File: src/rtl/inst_fetch_unit_pkg.sv
// Shared encodings for the instruction fetch unit: FSM states, fault causes
// and the default reset PC.
package inst_fetch_unit_pkg;

  typedef enum logic [1:0] {
    ST_REQ   = 2'd0,
    ST_WAIT  = 2'd1,
    ST_HOLD  = 2'd2,
    ST_FAULT = 2'd3
  } ifu_state_e;

  localparam logic [1:0] FAULT_NONE     = 2'b00;
  localparam logic [1:0] FAULT_ACCESS   = 2'b01;
  localparam logic [1:0] FAULT_MISALIGN = 2'b10;
  localparam logic [1:0] FAULT_TIMEOUT  = 2'b11;

  localparam logic [31:0] IFU_RESET_PC_DEFAULT = 32'h8000_0000;

endpackage

File: src/rtl/ifu_wait_timer.sv
// Saturating response-wait counter with synchronous clear; expire_o flags the
// last allowed wait cycle (count == WAIT_TIMEOUT-1).
module ifu_wait_timer #(
  parameter int unsigned WAIT_TIMEOUT = 255
) (
  input  logic clk_i,
  input  logic rst_ni,
  input  logic clr_i,
  input  logic en_i,
  output logic expire_o
);

  localparam int unsigned TW = $clog2(WAIT_TIMEOUT + 1);
  localparam logic [TW-1:0] LAST = TW'(WAIT_TIMEOUT - 1);
  localparam logic [TW-1:0] SAT  = TW'(WAIT_TIMEOUT);

  logic [TW-1:0] cnt_q;
  logic [TW-1:0] cnt_d;

  always_comb begin
    cnt_d = cnt_q;
    if (clr_i) begin
      cnt_d = '0;
    end else if (en_i && (cnt_q != SAT)) begin
      cnt_d = cnt_q + 1'b1;
    end
  end

  always_ff @(posedge clk_i or negedge rst_ni) begin
    if (!rst_ni) begin
      cnt_q <= '0;
    end else begin
      cnt_q <= cnt_d;
    end
  end

  assign expire_o = (cnt_q == LAST);

endmodule

File: src/rtl/inst_fetch_unit.sv
// Fetch stage: owns the PC, issues one instruction read at a time, holds the
// fetched {pc, inst} for the core and traps on access/misalign/timeout faults.
module inst_fetch_unit
  import inst_fetch_unit_pkg::*;
#(
  parameter logic [31:0] RESET_PC     = IFU_RESET_PC_DEFAULT,
  parameter int unsigned WAIT_TIMEOUT = 255
) (
  input  logic        clk,
  input  logic        rst,
  output logic        req_valid_o,
  input  logic        req_ready_i,
  output logic [31:0] req_addr_o,
  input  logic        rsp_valid_i,
  output logic        rsp_ready_o,
  input  logic [31:0] rsp_data_i,
  input  logic        rsp_err_i,
  output logic        inst_valid_o,
  input  logic        inst_ready_i,
  output logic [31:0] inst_o,
  output logic [31:0] pc_o,
  input  logic [31:0] next_pc_i,
  output logic        fault_o,
  output logic [1:0]  fault_cause_o,
  output logic [31:0] fault_pc_o,
  output logic [31:0] fetch_cnt_o,
  output logic [1:0]  state_o
);

  ifu_state_e  state_q, state_d;
  logic [31:0] pc_q, pc_d;
  logic [31:0] inst_q, inst_d;
  logic [1:0]  cause_q, cause_d;
  logic [31:0] fpc_q, fpc_d;
  logic [31:0] cnt_q, cnt_d;
  logic        tmr_clr, tmr_en, tmr_expire;

  ifu_wait_timer #(
    .WAIT_TIMEOUT(WAIT_TIMEOUT)
  ) u_timer (
    .clk_i   (clk),
    .rst_ni  (rst),
    .clr_i   (tmr_clr),
    .en_i    (tmr_en),
    .expire_o(tmr_expire)
  );

  // Handshakes: a transfer happens on a clock edge where valid and ready are
  // both high; a valid source holds its payload stable until that edge.
  // All valid/ready outputs decode from state_q only.
  always_comb begin
    state_d = state_q;
    pc_d    = pc_q;
    inst_d  = inst_q;
    cause_d = cause_q;
    fpc_d   = fpc_q;
    cnt_d   = cnt_q;
    tmr_clr = 1'b0;
    tmr_en  = 1'b0;
    case (state_q)
      ST_REQ: begin
        if (req_ready_i) begin
          state_d = ST_WAIT;
          tmr_clr = 1'b1;
        end
      end
      ST_WAIT: begin
        tmr_en = 1'b1;
        // A response arriving on the expiry cycle still wins over the timeout.
        if (rsp_valid_i) begin
          if (rsp_err_i) begin
            state_d = ST_FAULT;
            cause_d = FAULT_ACCESS;
            fpc_d   = pc_q;
          end else begin
            state_d = ST_HOLD;
            inst_d  = rsp_data_i;
          end
        end else if (tmr_expire) begin
          state_d = ST_FAULT;
          cause_d = FAULT_TIMEOUT;
          fpc_d   = pc_q;
        end
      end
      ST_HOLD: begin
        if (inst_ready_i) begin
          cnt_d = cnt_q + 32'd1;
          if (next_pc_i[1:0] != 2'b00) begin
            state_d = ST_FAULT;
            cause_d = FAULT_MISALIGN;
            fpc_d   = next_pc_i;
          end else begin
            state_d = ST_REQ;
            pc_d    = next_pc_i;
          end
        end
      end
      default: begin
        state_d = ST_FAULT;
      end
    endcase
  end

  always_ff @(posedge clk or negedge rst) begin
    if (!rst) begin
      state_q <= ST_REQ;
      pc_q    <= RESET_PC;
      inst_q  <= '0;
      cause_q <= FAULT_NONE;
      fpc_q   <= '0;
      cnt_q   <= '0;
    end else begin
      state_q <= state_d;
      pc_q    <= pc_d;
      inst_q  <= inst_d;
      cause_q <= cause_d;
      fpc_q   <= fpc_d;
      cnt_q   <= cnt_d;
    end
  end

  assign req_valid_o   = (state_q == ST_REQ);
  assign rsp_ready_o   = (state_q == ST_WAIT);
  assign inst_valid_o  = (state_q == ST_HOLD);
  assign fault_o       = (state_q == ST_FAULT);
  assign req_addr_o    = pc_q;
  assign pc_o          = pc_q;
  assign inst_o        = inst_q;
  assign fault_cause_o = cause_q;
  assign fault_pc_o    = fpc_q;
  assign fetch_cnt_o   = cnt_q;
  assign state_o       = state_q;

endmodule
File: config.mk
export PLATFORM = sky130hd
export DESIGN_NAME = inst_fetch_unit
export DESIGN_NICKNAME = d
export VERILOG_FILES = /design/src/rtl/inst_fetch_unit_pkg.sv /design/src/rtl/ifu_wait_timer.sv /design/src/rtl/inst_fetch_unit.sv
export SDC_FILE = /design/constraint.sdc
export NUM_CORES = 1
export LEC_CHECK = 0
export CAP_MARGIN = 40
export CORE_MARGIN = 3
export CORE_UTILIZATION = 39
export CTS_BUF_LIST = sky130_fd_sc_hd__clkbuf_8
export DETAILED_ROUTE_END_ITERATION = 6
export PLACE_DENSITY = 0.73
export RECOVER_POWER = 100
export SYNTH_ARGS = -nofsm -noshare
export SYNTH_HDL_FRONTEND = slang
export SYNTH_SLANG_ARGS = --single-unit
File: constraint.sdc
create_clock -name clk -period 2.2 [get_ports clk]
set_clock_uncertainty 0.1 [all_clocks]
set_input_delay 0.33 -clock clk [delete_from_list [all_inputs] [get_ports clk]]
set_output_delay 0.33 -clock clk [all_outputs]
set_load 0.01 [all_outputs]
# Word level (Yosys, flattened, before mapping)
# Cells that the tools add are included.
dict set report word_totals {
  reg_bits 140
  elab_cells 54
  inputBits 70
}
dict set report op_classes {
  add_sub_neg 2
  mux 23
  n_reduce_logical 10
  eq_ne 10
  bitwise_logic 2
}
# cell n
set ops {}
lappend ops {{$mux 32} 5}
lappend ops {{$pmux 32 s2} 1}
lappend ops {{$add 32x1->32 const B} 1}
lappend ops {{$mux 2} 9}
lappend ops {{$mux 8} 2}
lappend ops {{$reduce_and 3->1} 3}
lappend ops {{$add 8x1->8 const B} 1}
lappend ops {{$eq 8x8->1 const B} 1}
lappend ops {{$ne 8x8->1 const B} 1}
lappend ops {{$ne 2x1->1 const B} 3}
lappend ops {{$ne 3x2->1 const B} 2}
lappend ops {{$pmux 2 s3} 1}
lappend ops {{$reduce_bool 2->1} 3}
lappend ops {{$reduce_and 5->1} 1}
lappend ops {{$eq 2x2->1 const B} 2}
lappend ops {{$mux 1} 4}
lappend ops {{$pmux 2 s2} 1}
lappend ops {{$eq 2x1->1 const B} 1}
lappend ops {{$logic_not 2->1} 1}
lappend ops {{$not 1->1} 2}
lappend ops {{$reduce_and 2->1} 1}
lappend ops {{$logic_and 1x1->1} 1}

# Depth between registers and ports, before layout
dict set report logic_depth {
  depth_word 5
  ltp_mapped 8
  depth_no_buf 6
}

# Modules after synthesis
# From an unflattened synthesis, not the netlist that was laid out.
dict set report hier_totals {
  cells_unflattened 478
  area_unflattened_um2 6532.5
}
# module cells_per_inst area_per_inst_um2 seq_area_each_um2 n_inst
set by_module_without_submodules {}
lappend by_module_without_submodules {inst_fetch_unit 425 6037.0 3304.4 1}
lappend by_module_without_submodules {ifu_wait_timer 53 495.5 200.2 1}

# Worst setup path after synthesis
# No wires, ideal clock.
dict set report synth_path {
  kind {register to register}
  startpoint {register state_q[1], in the netlist state_o[1]}
  endpoint {register inst_q[10], in the netlist inst_o[10]}
  synth_period_minus_slack_ns 1.810
  n_path_buf 3
  t_arrival_ns 1.586
  path_slack_ns 0.390
  stages_incl_launch_ff 8
  cell_sequence {dfrtp_1 > nand2b_1 > buf_4 > inv_2 > and2_1 > buf_2 > buf_6 > mux2_2}
}
dict set report synth_between {
  elab_chain_cells 2
}
# element line
set synth_lines {}
lappend synth_lines {{start: declaration} inst_fetch_unit.sv:30} ;# ifu_state_e state_q, state_d;
lappend synth_lines {{start signal: assignment} inst_fetch_unit.sv:113} ;# state_q <= state_d;
lappend synth_lines {{$eq 2x1->1} -}
lappend synth_lines {{via rsp_ready_o} inst_fetch_unit.sv:15} ;# output logic rsp_ready_o,
lappend synth_lines {{$reduce_and 3->1 (no source line)} -}
lappend synth_lines {{end signal: assignment} inst_fetch_unit.sv:115} ;# inst_q <= inst_d;
lappend synth_lines {{end: declaration} inst_fetch_unit.sv:32} ;# logic [31:0] inst_q, inst_d;
# The timed path passes the listed nets, and every way through them passes these cells.
# A chain may end at the register's enable or synchronous reset.

# Final worst setup path
dict set report layout_path {
  startpoint {register state_q[1], in the netlist state_o[1]}
  endpoint {output rsp_ready_o}
}
dict set report layout_between {
  elab_chain_cells 1
}
# element line
set layout_lines {}
lappend layout_lines {{$eq 2x1->1} inst_fetch_unit.sv:123} ;# assign rsp_ready_o = (state_q == ST_WAIT);
lappend layout_lines {{end: declaration} inst_fetch_unit.sv:15}
# Every way passes these cells.

==> results.json <==
{
  "critPathKind": "flip-flop to output pin",
  "dieArea_sq_um": 17700,
  "reg2reg_to": "fault_pc_o[7]$_DFFE_PN0P_",
  "pin_count": 238,
  "path_max_fanout": 9,
  "place_area_sq_um": 8730,
  "drive_gt1_share_pct": 16.6,
  "gp_congestion": 0.815,
  "cts.sinks": 140,
  "power.leakage_nw": 4.25,
  "ys_warn_count": 0,
  "cp.arrival_ps": 1680,
  "die_w_microns": 133,
  "drt_iter0_markers": 233,
  "grt_max_degree": 79,
  "yosysUniqueCellTypes": 43,
  "grt_antenna_before_repair": 0,
  "antenna_cells": 0,
  "status": "finished clean",
  "clockBufferDepth": 2,
  "fin_nets": 794,
  "place_inst": 910,
  "start_util_pct": 40.6,
  "clock.fmax_mhz": 474,
  "syn_inst": 503,
  "powerDensity_nw_per_um2": 831,
  "numCtsBuffers": 17,
  "grt_util_all_layers_pct": 18.5,
  "end_kind": "output pin",
  "rr_worst_depth": 6,
  "syn2layout_area_growth_pct": 45.6,
  "slowest_stage": "clkdlybuf4s50_1",
  "syn_area_per_cell_sq_um": 12.5,
  "via_count": 4731,
  "stdcell_area_sq_um": 9150,
  "cts_tree": "done",
  "required_ps": 1770,
  "synth-edff-count": 0,
  "h-tree-depth": 4,
  "io_buffers": 237,
  "hold_violations": 0,
  "place_hpwl_microns": 11600,
  "syn_area_sq_um": 6290,
  "layout.cells.non_filler": 945,
  "drc": 0,
  "ys_seq_area_share_pct": 55.7,
  "wire_per_inst_microns": 16.9,
  "cap_violations": 0,
  "dr.pass1.iters": 4,
  "fillers": 1244,
  "rows": 45,
  "critPathTopFamily": "buffers and inverters",
  "startpoint_type": "flip-flop",
  "vias_per_cell": 5.01,
  "synth_top_area_cell": "dfrtp_1",
  "grt_pass1_wl_microns": 26300,
  "hold_path.startpoint": "fetch_cnt_o[31]$_DFFE_PN0P_",
  "finalSetupViolCount": 0,
  "min_to": "fetch_cnt_o[31]$_DFFE_PN0P_",
  "async_flop_share_pct": 100,
  "first_global_vias": 5057,
  "fp.dieH_microns": 133,
  "grt_setup_unrepaired": "no",
  "core-area_sq_um": 15500,
  "clk_latency_ps": 430,
  "hold_class": "flip-flop to flip-flop",
  "rrSetupSlack_ps": 140,
  "synth.most_common_cell": "dfrtp_1",
  "crit_chain": "nand2b_4, inv_2, clkdlybuf4s50_1",
  "period_share_pct": 95.9,
  "holdWs_ps": 373,
  "grt_remaining_overflow": 0,
  "fin_tns_setup_ps": 0,
  "synth_commonest_cells": "dfrtp_1 (139), mux2_2 (65), buf_4 (34)",
  "fin_crit_ps": 2110,
  "synth_ff_type": "dfrtp_1",
  "path_clk_slew_ps": 70,
  "cts-root-buf": "clkbuf_8",
  "ir_drop_uv": 483,
  "syn_nets": 576,
  "synth.top_cell.area_share_pct": 55.3,
  "worstMarginPinSlew_ps": 979,
  "ys_ff_latch": 140,
  "wl_microns": 15900,
  "final_antenna_net_count": 0,
  "whs_path_depth": 1,
  "slowest_delay_ps": 530,
  "r2r_start": "state_o[1]$_DFFE_PN0P_",
  "path_buf_inv": 2,
  "slew_headroom_pct": 34.7,
  "synthTopCellsByArea": "dfrtp_1 (55%), mux2_2 (12%), mux2i_1 (4.9%)",
  "maxSlewViolCount": 0
}
power breakdown:
| group | switching (mW) | total [mW] | internal, mW |
|---|---|---|---|
| Clock | 0.987 | 2.34 | 1.35 |
| Combinational | 0.818 | 1.89 | 1.07 |
| Sequential | 0.314 | 3.37 | 3.06 |
| Total | 2.12 | 7.60 | 5.48 |
worst register-to-register path: stages (launching register included):
cell,delay [ps]
dfrtp_2,410
inv_1,100
nor2_4,140
buf_4,180
clkbuf_1,570
mux2i_1,290
a31oi_1,110
layer usage:
metal  up-vias  wire, microns  GRT usage [%]
met5         -              0              0
met4         0            257           6.24
met3        19           1340           6.50
met2       200           7840           30.8
met1      2284           6510           22.4
li1       2228              -              -
kinds of logic (layout without fill, tap and decap cells):
| group | Yosys count | after routing | share of synthesized area, % |
|---|---|---|---|
| and+or+nand+nor | 87 | 87 | 8.10 |
| muxes | 99 | 99 | 17.1 |
| DFF | 140 | 140 | 55.7 |
| adders and majority gates | 3 | 3 | 0.597 |
| xor gates and xnor gates | 34 | 34 | 4.74 |
| AOI/OAI and AO/OA | 77 | 77 | 7.28 |
| buffers and inverters | 63 | 294 | 6.43 |
flip-flops by register name, summed over array words and instances, names as in the netlist:
register and cells:
u_timer.cnt_q 8, pc_o 32, fetch_cnt_o 32, fault_cause_o 2, fault_pc_o 32, inst_o 32
state_o 2
repair_timing:
item | in CTS | in global routing
endpoints found under the setup margin | 2 | 3
setup buffers | 1 | 1
resized for setup | 3 | 2
hold endpoints to repair | 36 | 0
pin swaps | 1 | 0
hold buffers | 1 | 0
final cells by class:
type / count / area [sq um] / area share (%)
flip-flops and latches: 140 / 3510 / 38.3
repair buffers: 257 / 2510 / 27.5
clock inverters: 11 / 165 / 1.80
clock buffers: 21 / 289 / 3.16
inverters: 5 / 18.8 / 0.205
multi-input cells: 300 / 2390 / 26.1
well taps: 211 / 264 / 2.88
per-stage QoR:
stage               power (mW)  setup WS (ps)  util [%]
finish                    7.60           91.2      59.1
global route              8.04           7.37      59.1
CTS                       7.93           29.9      59.5
detailed placement        5.55           62.8      56.4
global placement          5.48            146      56.4
floorplan                 4.20            390         -
cells in the final DEF (no fill, tap or decap), types with 4 or more instances in the layout:
cell / count
nand3_1: 18
xnor2_1: 30
and2_1: 5
nand2_1: 11
clkbuf_1: 5
dfrtp_1: 137
bufinv_16: 4
nor2_1: 10
dlygate4sd3_1: 165
mux2i_1: 31
o21ai_0: 4
and3_1: 10
xor2_1: 4
buf_4: 8
nand4_1: 15
inv_1: 5
a31oi_1: 30
clkdlybuf4s50_1: 72
a21oi_1: 33
mux2_2: 65
clkbuf_8: 21
how the worst max path moves through the flow:
stage                                      start                         end  slack, ps  depth (start not counted)
after floorplan           state_o[1]$_DFFE_PN0P_      inst_o[10]$_DFFE_PN0P_        390                          7
after global placement              inst_ready_i  fault_pc_o[14]$_DFFE_PN0P_        150                          6
after detailed placement            inst_ready_i  fault_pc_o[14]$_DFFE_PN0P_         60                          6
after CTS                 state_o[1]$_DFFE_PN0P_                inst_valid_o         30                          3
after global routing      state_o[1]$_DFFE_PN0P_                 rsp_ready_o          7                          3
final                     state_o[1]$_DFFE_PN0P_                 rsp_ready_o         90                          3
(Power assumes the default switching activity.)
